File: src/rtl/fetch_unit.sv
// In-order instruction fetch: PC register, credit-limited imem requests, and an
// instruction FIFO that feeds decode. Optional macro: FETCH_ALIGN_CHECK_EN.
module fetch_unit #(
    parameter logic [31:0] RESET_PC   = 32'h0000_0000,
    parameter int          FIFO_DEPTH = 2,
    parameter int          CNT_W      = $clog2(FIFO_DEPTH) + 1
) (
    input  logic        clk,
    input  logic        rst,
    input  logic        redirect_valid,
    input  logic [31:0] redirect_pc,
    output logic        imem_req_valid,
    input  logic        imem_req_ready,
    output logic [31:0] imem_req_addr,
    input  logic        imem_resp_valid,
    input  logic [31:0] imem_resp_data,
    output logic        inst_valid,
    input  logic        inst_ready,
    output logic [31:0] inst_data,
    output logic [31:0] inst_pc
`ifdef FETCH_ALIGN_CHECK_EN
    ,
    output logic        fetch_fault
`endif
);

    localparam int PTR_W = $clog2(FIFO_DEPTH);

    typedef enum logic [1:0] {IDLE, RUN, STALL} state_e;

    state_e           state_q;
    logic [31:0]      pc_q, pc_d;
    logic [31:0]      resp_pc_q, resp_pc_d;
    logic [CNT_W-1:0] count_q, count_d;
    logic [CNT_W-1:0] inflight_q, inflight_d;
    logic [CNT_W-1:0] stale_q, stale_d;
    logic [PTR_W-1:0] rd_ptr_q, rd_ptr_d, wr_ptr_q, wr_ptr_d;
    logic             fault_q, fault_d;
    logic [CNT_W:0]   occ_next;
    logic [31:0]      target;
    logic             target_bad;
    logic             req_fire, push, pop;

    logic [31:0] data_mem [FIFO_DEPTH];
    logic [31:0] pc_mem   [FIFO_DEPTH];

`ifdef FETCH_ALIGN_CHECK_EN
    assign target     = redirect_pc;
    assign target_bad = |redirect_pc[1:0];
    assign fetch_fault = fault_q;
`else
    assign target     = redirect_pc & 32'hFFFF_FFFC;
    assign target_bad = 1'b0;
`endif

    assign imem_req_valid = (state_q == RUN) && !redirect_valid && !fault_q;
    assign imem_req_addr  = pc_q;
    assign inst_valid     = (count_q != '0);
    assign inst_data      = inst_valid ? data_mem[rd_ptr_q] : 32'h0;
    assign inst_pc        = inst_valid ? pc_mem[rd_ptr_q]   : 32'h0;

    assign req_fire = imem_req_valid && imem_req_ready;
    assign pop      = inst_valid && inst_ready;
    // Words answering requests issued before the latest redirect are dropped.
    assign push     = imem_resp_valid && (stale_q == '0) && !redirect_valid;

    always_comb begin
        pc_d       = pc_q;
        resp_pc_d  = resp_pc_q;
        count_d    = count_q;
        rd_ptr_d   = rd_ptr_q;
        wr_ptr_d   = wr_ptr_q;
        fault_d    = fault_q;
        stale_d    = stale_q;
        inflight_d = inflight_q + CNT_W'(req_fire) - CNT_W'(imem_resp_valid);

        if (redirect_valid) begin
            pc_d      = target;
            resp_pc_d = target;
            count_d   = '0;
            rd_ptr_d  = '0;
            wr_ptr_d  = '0;
            fault_d   = target_bad;
            stale_d   = inflight_d;
        end else begin
            if (req_fire) pc_d = pc_q + 32'd4;
            if (imem_resp_valid && (stale_q != '0)) stale_d = stale_q - CNT_W'(1);
            if (push) begin
                resp_pc_d = resp_pc_q + 32'd4;
                wr_ptr_d  = wr_ptr_q + PTR_W'(1);
            end
            if (pop) rd_ptr_d = rd_ptr_q + PTR_W'(1);
            count_d = count_q + CNT_W'(push) - CNT_W'(pop);
        end

        occ_next = {1'b0, count_d} + {1'b0, inflight_d};
    end

    // NOTE: state registers use non-blocking assignments so every flop samples pre-edge values.
    always_ff @(posedge clk or posedge rst) begin
        if (rst) begin
            state_q    <= IDLE;
            pc_q       <= RESET_PC;
            resp_pc_q  <= RESET_PC;
            count_q    <= '0;
            inflight_q <= '0;
            stale_q    <= '0;
            rd_ptr_q   <= '0;
            wr_ptr_q   <= '0;
            fault_q    <= 1'b0;
        end else begin
            case (state_q)
                IDLE:       state_q <= RUN;
                RUN, STALL: state_q <= (occ_next < (CNT_W+1)'(FIFO_DEPTH)) ? RUN : STALL;
                default:    state_q <= IDLE;
            endcase
            pc_q       <= pc_d;
            resp_pc_q  <= resp_pc_d;
            count_q    <= count_d;
            inflight_q <= inflight_d;
            stale_q    <= stale_d;
            rd_ptr_q   <= rd_ptr_d;
            wr_ptr_q   <= wr_ptr_d;
            fault_q    <= fault_d;
        end
    end

    // NOTE: storage is not reset; the outputs are masked by inst_valid instead.
    always_ff @(posedge clk) begin
        if (push) begin
            data_mem[wr_ptr_q] <= imem_resp_data;
            pc_mem[wr_ptr_q]   <= resp_pc_q;
        end
    end

endmodule

File: config.mk
export PLATFORM = sky130hd
export DESIGN_NAME = fetch_unit
export DESIGN_NICKNAME = d
export VERILOG_FILES = /design/src/rtl/fetch_unit.sv
export SDC_FILE = /design/constraint.sdc
export NUM_CORES = 1
export LEC_CHECK = 0
export BUFFER_PORTS_ARGS = -buffer_cell sky130_fd_sc_hd__buf_2
export CAP_MARGIN = 20
export CELL_PAD_IN_SITES_DETAIL_PLACEMENT = 1
export CELL_PAD_IN_SITES_GLOBAL_PLACEMENT = 1
export CORE_ASPECT_RATIO = 1.4
export CORE_MARGIN = 2
export CORE_UTILIZATION = 40
export DETAILED_ROUTE_END_ITERATION = 6
export HOLD_SLACK_MARGIN = 0.15
export PLACE_DENSITY = 0.86
export SKIP_CTS_REPAIR_TIMING = 1
export SLEW_MARGIN = 20
export SYNTH_ARGS = -nofsm -noshare
export SYNTH_HDL_FRONTEND = slang
export SYNTH_SLANG_ARGS = --single-unit
File: constraint.sdc
create_clock -name clk -period 3.75 [get_ports clk]
set_input_delay 0.75 -clock clk [delete_from_list [all_inputs] [get_ports clk]]
set_output_delay 0.75 -clock clk [all_outputs]
set_load 0.05 [all_outputs]
==> out/results.ini, run 1 <==
[status]
run_status = finished, final reports clean

[global_routing]
grt_start_max_net_pins = 63
grt_most_used_layer = met2
grt.met2_usage_pct = 34.0
grt_pass1_wl_um = 33700
grt_overflow_total = 0
first_global_vias = 6408
met3_usage_pct = 3.28
grt_use_total_pct = 18.8
globalRouteMet1Util_pct = 22.4
antenna_found_initial = 0

[placed_design]
port_bufs = 161
place_congestion = 0.822
dp_hpwl_um = 15200

[floorplan]
chipHeight_um = 179
io_pins = 168
starting_density_of_the_core_pct = 40.4
die_x_um = 129
die_area_um2 = 23100
fp-row-count = 64
coreArea_um2 = 21700

[synth]
synthArstFlopShare_pct = 36.1
synthesis.yosys.warnings = 0
netlist.top_cell.by_area = sky130_fd_sc_hd__edfxtp_1
synth-edff-count = 124
synth_cell_type_count = 46
synthesis.area_per_instance_um2 = 12.6
ys_ff_latch = 194
synth_cells = 697
synth_common_cells = sky130_fd_sc_hd__edfxtp_1 (124), sky130_fd_sc_hd__nor2_1 (95), sky130_fd_sc_hd__dfrtp_1 (70)
synth_ff_type = sky130_fd_sc_hd__edfxtp_1
synth_largest_type_area_fraction_pct = 42.5
post_synthesis_sequential_area_ratio_pct = 62.5
netlist_top_cells_area = sky130_fd_sc_hd__edfxtp_1 (43%), sky130_fd_sc_hd__dfrtp_1 (20%), sky130_fd_sc_hd__mux2i_1 (7.4%)
yosysMostFrequentCell = sky130_fd_sc_hd__edfxtp_1
synth_cell_area_um2 = 8760

[sta]
final_min_period_over_clock_period_pct = 76.5
finalHoldViolCount = 0
maxClockFrequency_ghz = 0.349
timing_max_transition_violations_final = 0
worst_pin_slew_ps = 830
timing.final.setup_violations = 0
clock_skew_ps = 9.85
period_needed_ps = 2870
max-slew-margin-rel_pct = 44.5
worst_hold_slack_ps = 354
grt_setup_unrepaired = false

[clocking]
max_h_tree_level = 4
tritoncts.num_buffers = 17
cts_buffer_depth = 2
clkLatencyLatePin_ps = 430
tritoncts = done
clock_sink_count = 194
clkTransAtPathRegs_ps = 70
cts-root-buf = sky130_fd_sc_hd__clkbuf_16

[pwr]
powerDensity_nw_per_um2 = 636
total_power_mw = 6.66
static-leakage-power_nw = 3.97
vdd.ir_drop.worst_mv = 0.250

[worst_setup_path]
crit_path_start_kind = flop
cp_cell_sequence = buf_12 > mux2i_1 > nor2_1 > buf_2
critical_path.max_stage_delay_ps = 760
critPathArrivalTime_ps = 2120
timing.critical_path.depth = 4
timing.critical_path.max_delay_family = flip-flops
crit_path_max_fanout = 35
path_class = flop to output pin
required_ps = 3000
critical_path.slowest_cell = sky130_fd_sc_hd__dfrtp_4
depth_of_the_worst_register_to_register_path = 12
cp-end-kind = output pin
critical_path.n_buffers_inverters = 2

[cells_and_area]
filler_cell_count = 2320
insertedDiodeCount = 0
area_growth_syn_to_layout_pct = 19.4
nNetsFinal = 927
share_of_cells_above_drive_strength_1_pct = 27.0
post_route_core_utilization_pct = 48.2

[detailed_routing]
dr_total_vias = 6173
drt_iter0_markers = 393
post-route-drc-count = 0
drt-total-wl_um = 21400
drtAntennaViolNets = 0
detailedRoute.firstPassIterationCount = 4
routedWlPerCell_um = 18.5
routed_via_density = 5.34

[flow_run]
drv_cap = 0

[worst_hold_path]
hp-class = input pin to async pin

[registers in the layout, indices dropped and copies added (netlist names)]
name / count
resp_pc_q: 30
pc_mem: 60
rd_ptr_q: 1
wr_ptr_q: 1
stale_q: 2
count_q: 2
imem_req_addr: 30
state_q: 2
inflight_q: 2
data_mem: 64
[layout make-up]
type                            count  area [um^2]  share of cell area, %
Multi-Input combinational cell    445         3070                   29.3
Clock buffer                       23          512                   4.89
Timing Repair Buffer              170          886                   8.47
Tap cell                          297          372                   3.55
Inverter                           18         67.6                  0.646
Clock inverter                      9         80.1                  0.765
Sequential cell                   194         5480                   52.4
[through the flow]
| stage | std cells | setup TNS, ps | instance area (um^2) | worst slack, ps |
|---|---|---|---|---|
| after floorplan | 700 | -101790 | 8770 | -821 |
| after global placement | 1124 | 0 | 9870 | 639 |
| after detailed placement | 1124 | 0 | 9870 | 536 |
| after CTS | 1156 | 0 | 10500 | 840 |
| after global routing | 1156 | 0 | 10500 | 725 |
| final | 1156 | 0 | 10500 | 883 |
[final timing paths]
kind                                          to                from  slack [ps]
worst max-delay path                 inst_pc[27]            rd_ptr_q         880
worst min-delay path            imem_req_addr[9]                 rst         350
worst max register to register        state_q[0]          stale_q[0]         900
worst min register to register     pc_mem[1][31]       resp_pc_q[31]         530
max in group asynchronous          resp_pc_q[31]                 rst        2360
min in group clk                 data_mem[0][20]  imem_resp_data[20]         510
[layout by cell type, fill, tap and decap left out, types with 10 or more instances in the layout]
| master | n |
|---|---|
| sky130_fd_sc_hd__o31ai_1 | 15 |
| sky130_fd_sc_hd__xnor2_1 | 21 |
| sky130_fd_sc_hd__inv_1 | 15 |
| sky130_fd_sc_hd__edfxtp_1 | 124 |
| sky130_fd_sc_hd__or4_1 | 18 |
| sky130_fd_sc_hd__a31oi_1 | 21 |
| sky130_fd_sc_hd__nor2b_1 | 11 |
| sky130_fd_sc_hd__a311oi_1 | 15 |
| sky130_fd_sc_hd__nor3_1 | 14 |
| sky130_fd_sc_hd__mux2i_1 | 65 |
| sky130_fd_sc_hd__nor2_1 | 92 |
| sky130_fd_sc_hd__nand4_1 | 12 |
| sky130_fd_sc_hd__dfrtp_1 | 69 |
| sky130_fd_sc_hd__and4_1 | 12 |
| sky130_fd_sc_hd__nand3_1 | 22 |
| sky130_fd_sc_hd__nand2_1 | 23 |
| sky130_fd_sc_hd__a21oi_1 | 10 |
| sky130_fd_sc_hd__buf_2 | 161 |
| sky130_fd_sc_hd__clkbuf_16 | 19 |
| sky130_fd_sc_hd__mux2_2 | 18 |
| sky130_fd_sc_hd__ha_1 | 10 |
[routing by layer]
metal	vias to the layer above	part of all wire (%)	wire length (um)
met1	3088	41	8890
met4	0	2.2	476
met5	-	0	0
met2	163	53	11300
li1	2888	-	-
met3	34	3.6	770
[kinds of logic after synthesis]
logic type,after synthesis,synth area share (%)
compound gates,79,6.30
xor+xnor,27,2.70
buf+inv,61,2.90
flops,194,62.5
fa+ha+maj,11,1.66
simple gates,241,14.2
other cells,1,0.0428
mux,83,9.74
[power breakdown]
group	internal, mW	switching (mW)	total [mW]
combinational	0.607	1.52	2.13
clock	0.988	0.804	1.79
sequential	2.51	0.228	2.74
Power figures use the tool's default switching activity.
==> run 2: changes to the inputs <==
Clock period 3.75 ns to 2.6 ns, I/O delays scaled along.
==> out/results.ini, run 2 (synthesized netlist as in run 1, its figures left out) <==
[detailed_routing]
post-route-drc-count = 0
drtAntennaViolNets = 0
met3RoutedLength_um = 1020
drt-total-wl_um = 22500
routedWlPerCell_um = 19.1
dr_total_vias = 6314
drt_iter0_markers = 432
detailedRoute.firstPassIterationCount = 4
routed_via_density = 5.38
wl_met1_um = 8870
top_layer = met4
dr_wl_met2_um = 12000

[worst_hold_path]
hp-class = input pin to async pin

[cells_and_area]
largest_register_ff_count = 64
layout_top_registers = data_mem x64, pc_mem x60
insertedDiodeCount = 0
nNetsFinal = 944
top_register = data_mem
final-seq-area_um2 = 5480
filler_cell_count = 2327
finish.instance_area_um2 = 10700
final_cells = 1173
share_of_cells_above_drive_strength_1_pct = 30.0
most-common-layout-cells = sky130_fd_sc_hd__buf_2 (161), sky130_fd_sc_hd__edfxtp_1 (124), sky130_fd_sc_hd__nor2_1 (92)
multi_input_gate_area_um2 = 3150
area_growth_syn_to_layout_pct = 22.2
layout_commonest_cell = sky130_fd_sc_hd__buf_2

[flow_run]
drv_cap = 0

[placed_design]
pre_cts_slack_ps = -106
dpl-instance-area_um2 = 10100
placed_cells = 1139
place_congestion = 0.828
port_bufs = 161
dp_hpwl_um = 15700

[sta]
timing.final.setup_violations = 1
final_min_period_over_clock_period_pct = 101
setup_ws_ps = -38.0
period_needed_ps = 2640
clock_skew_ps = 11.4
finalHoldViolCount = 0
worst_pin_slew_ps = 903
max-slew-margin-rel_pct = 39.3
tns_ps = -38.0
grt_setup_unrepaired = true
maxClockFrequency_ghz = 0.379
timing_max_transition_violations_final = 0

[status]
run_status = finished, violations left
failing_checks = setup timing

[pwr]
powerDensity_nw_per_um2 = 923
p_comb_share_pct = 33.9
power.sequential.fraction_pct = 39.8
clock_power_share_pct = 26.4
vdd.ir_drop.worst_mv = 0.494
switching_power_mw = 3.95
static-leakage-power_nw = 4.07
swShare_pct = 39.9
total_power_mw = 9.88
power_report.internal_total_mw = 5.94

[global_routing]
grt_use_total_pct = 19.8
antenna_found_initial = 0
grt_pass1_wl_um = 34900
grt_overflow_total = 0
first_global_vias = 6501
grt_start_max_net_pins = 68

[worst_setup_path]
r2r_end = state_q[0]
reg2reg_slack_ps = -40
crit_path_max_fanout = 2
regToRegStartpoint = count_q[1]
depth_of_the_worst_register_to_register_path = 12
critical_path.slowest_cell = sky130_fd_sc_hd__fa_1
cp_cell_sequence = nor2_4 > inv_2 > and2_1 > ha_1 > inv_1 > ha_1 > xnor2_1 > and2_4 > inv_1 > fa_1 > a31oi_1 > nor2_1
cp-end-kind = flop
required_ps = 2930
critPathArrivalTime_ps = 2970
critical_path.max_stage_delay_ps = 510
crit_path_start_kind = flop
path_class = flop to flop

[floorplan]
chipHeight_um = 179
die_area_um2 = 23100
starting_density_of_the_core_pct = 40.4
die_x_um = 129
io_pins = 168
fp-row-count = 64
coreArea_um2 = 21700

[clocking]
clkTransAtPathRegs_ps = 80
clock_sink_count = 194
cts_buffer_depth = 2
clkLatencyLatePin_ps = 450
cts-root-buf = sky130_fd_sc_hd__clkbuf_16
tritoncts = done
max_h_tree_level = 4
tritoncts.num_buffers = 17

[run 2: cell count changes in the layout (fill, tap and decap cells not counted), moves of 3 or more]
| cell | previous run | this run |
|---|---|---|
| sky130_fd_sc_hd__buf_4 | 8 | 23 |
| sky130_fd_sc_hd__clkinv_8 | 0 | 6 |
| sky130_fd_sc_hd__ha_1 | 10 | 6 |
| sky130_fd_sc_hd__inv_1 | 15 | 11 |
| sky130_fd_sc_hd__clkbuf_4 | 3 | 0 |
| sky130_fd_sc_hd__inv_2 | 3 | 6 |
[run 2: how the worst max path moves through the flow]
stage | startpoint | end | slack (ps)
final | count_q[1] | state_q[0] | -40
after global routing | count_q[1] | state_q[0] | -200
after CTS | state_q[1] | state_q[0] | -210
after detailed placement | state_q[1] | state_q[0] | -110
after global placement | redirect_valid | state_q[0] | 70
after floorplan | redirect_valid | state_q[0] | 3
[run 2: routing by layer]
layer / vias to the layer above / global-route usage, %
li1: 2933 / -
met1: 3163 / 23.0
met2: 175 / 35.6
met3: 43 / 4.15
met4: 0 / 7.84
met5: - / 0
[run 2: critical path: cells and delay by family, from the launching register on]
family                     cells  cell delay (ps)
AOI/OAI and AO/OA              1              180
xor gates and xnor gates       1              190
adders and majority gates      3             1010
buffers and inverters          3              150
DFF                            1              420
and+or+nand+nor                4              560
[run 2: power by group through the flow]
stage | combinational [mW] | clock [mW] | sequential, mW
after floorplan | 2.27 | 0 | 4.06
after global placement | 3.13 | 0 | 3.98
after detailed placement | 3.24 | 0 | 4.01
after CTS | 3.26 | 2.68 | 3.95
after global routing | 3.58 | 2.80 | 3.98
final | 3.35 | 2.60 | 3.93
[run 2: final cells by class]
| class | instances | area share [%] |
|---|---|---|
| clock buffers | 17 | 3.97 |
| clock inverters | 15 | 1.58 |
| inverters | 18 | 0.748 |
| multi-input cells | 445 | 29.4 |
| flip-flops and latches | 194 | 51.2 |
| well taps | 297 | 3.47 |
| repair buffers | 187 | 9.65 |
[run 2: through the flow]
stage                     utilization (%)  hold slack, ps
after global routing                 49.3             179
after CTS                            49.1             144
after detailed placement             46.4             518
after floorplan                         -             464
after global placement               46.4             490
final                                49.3             154
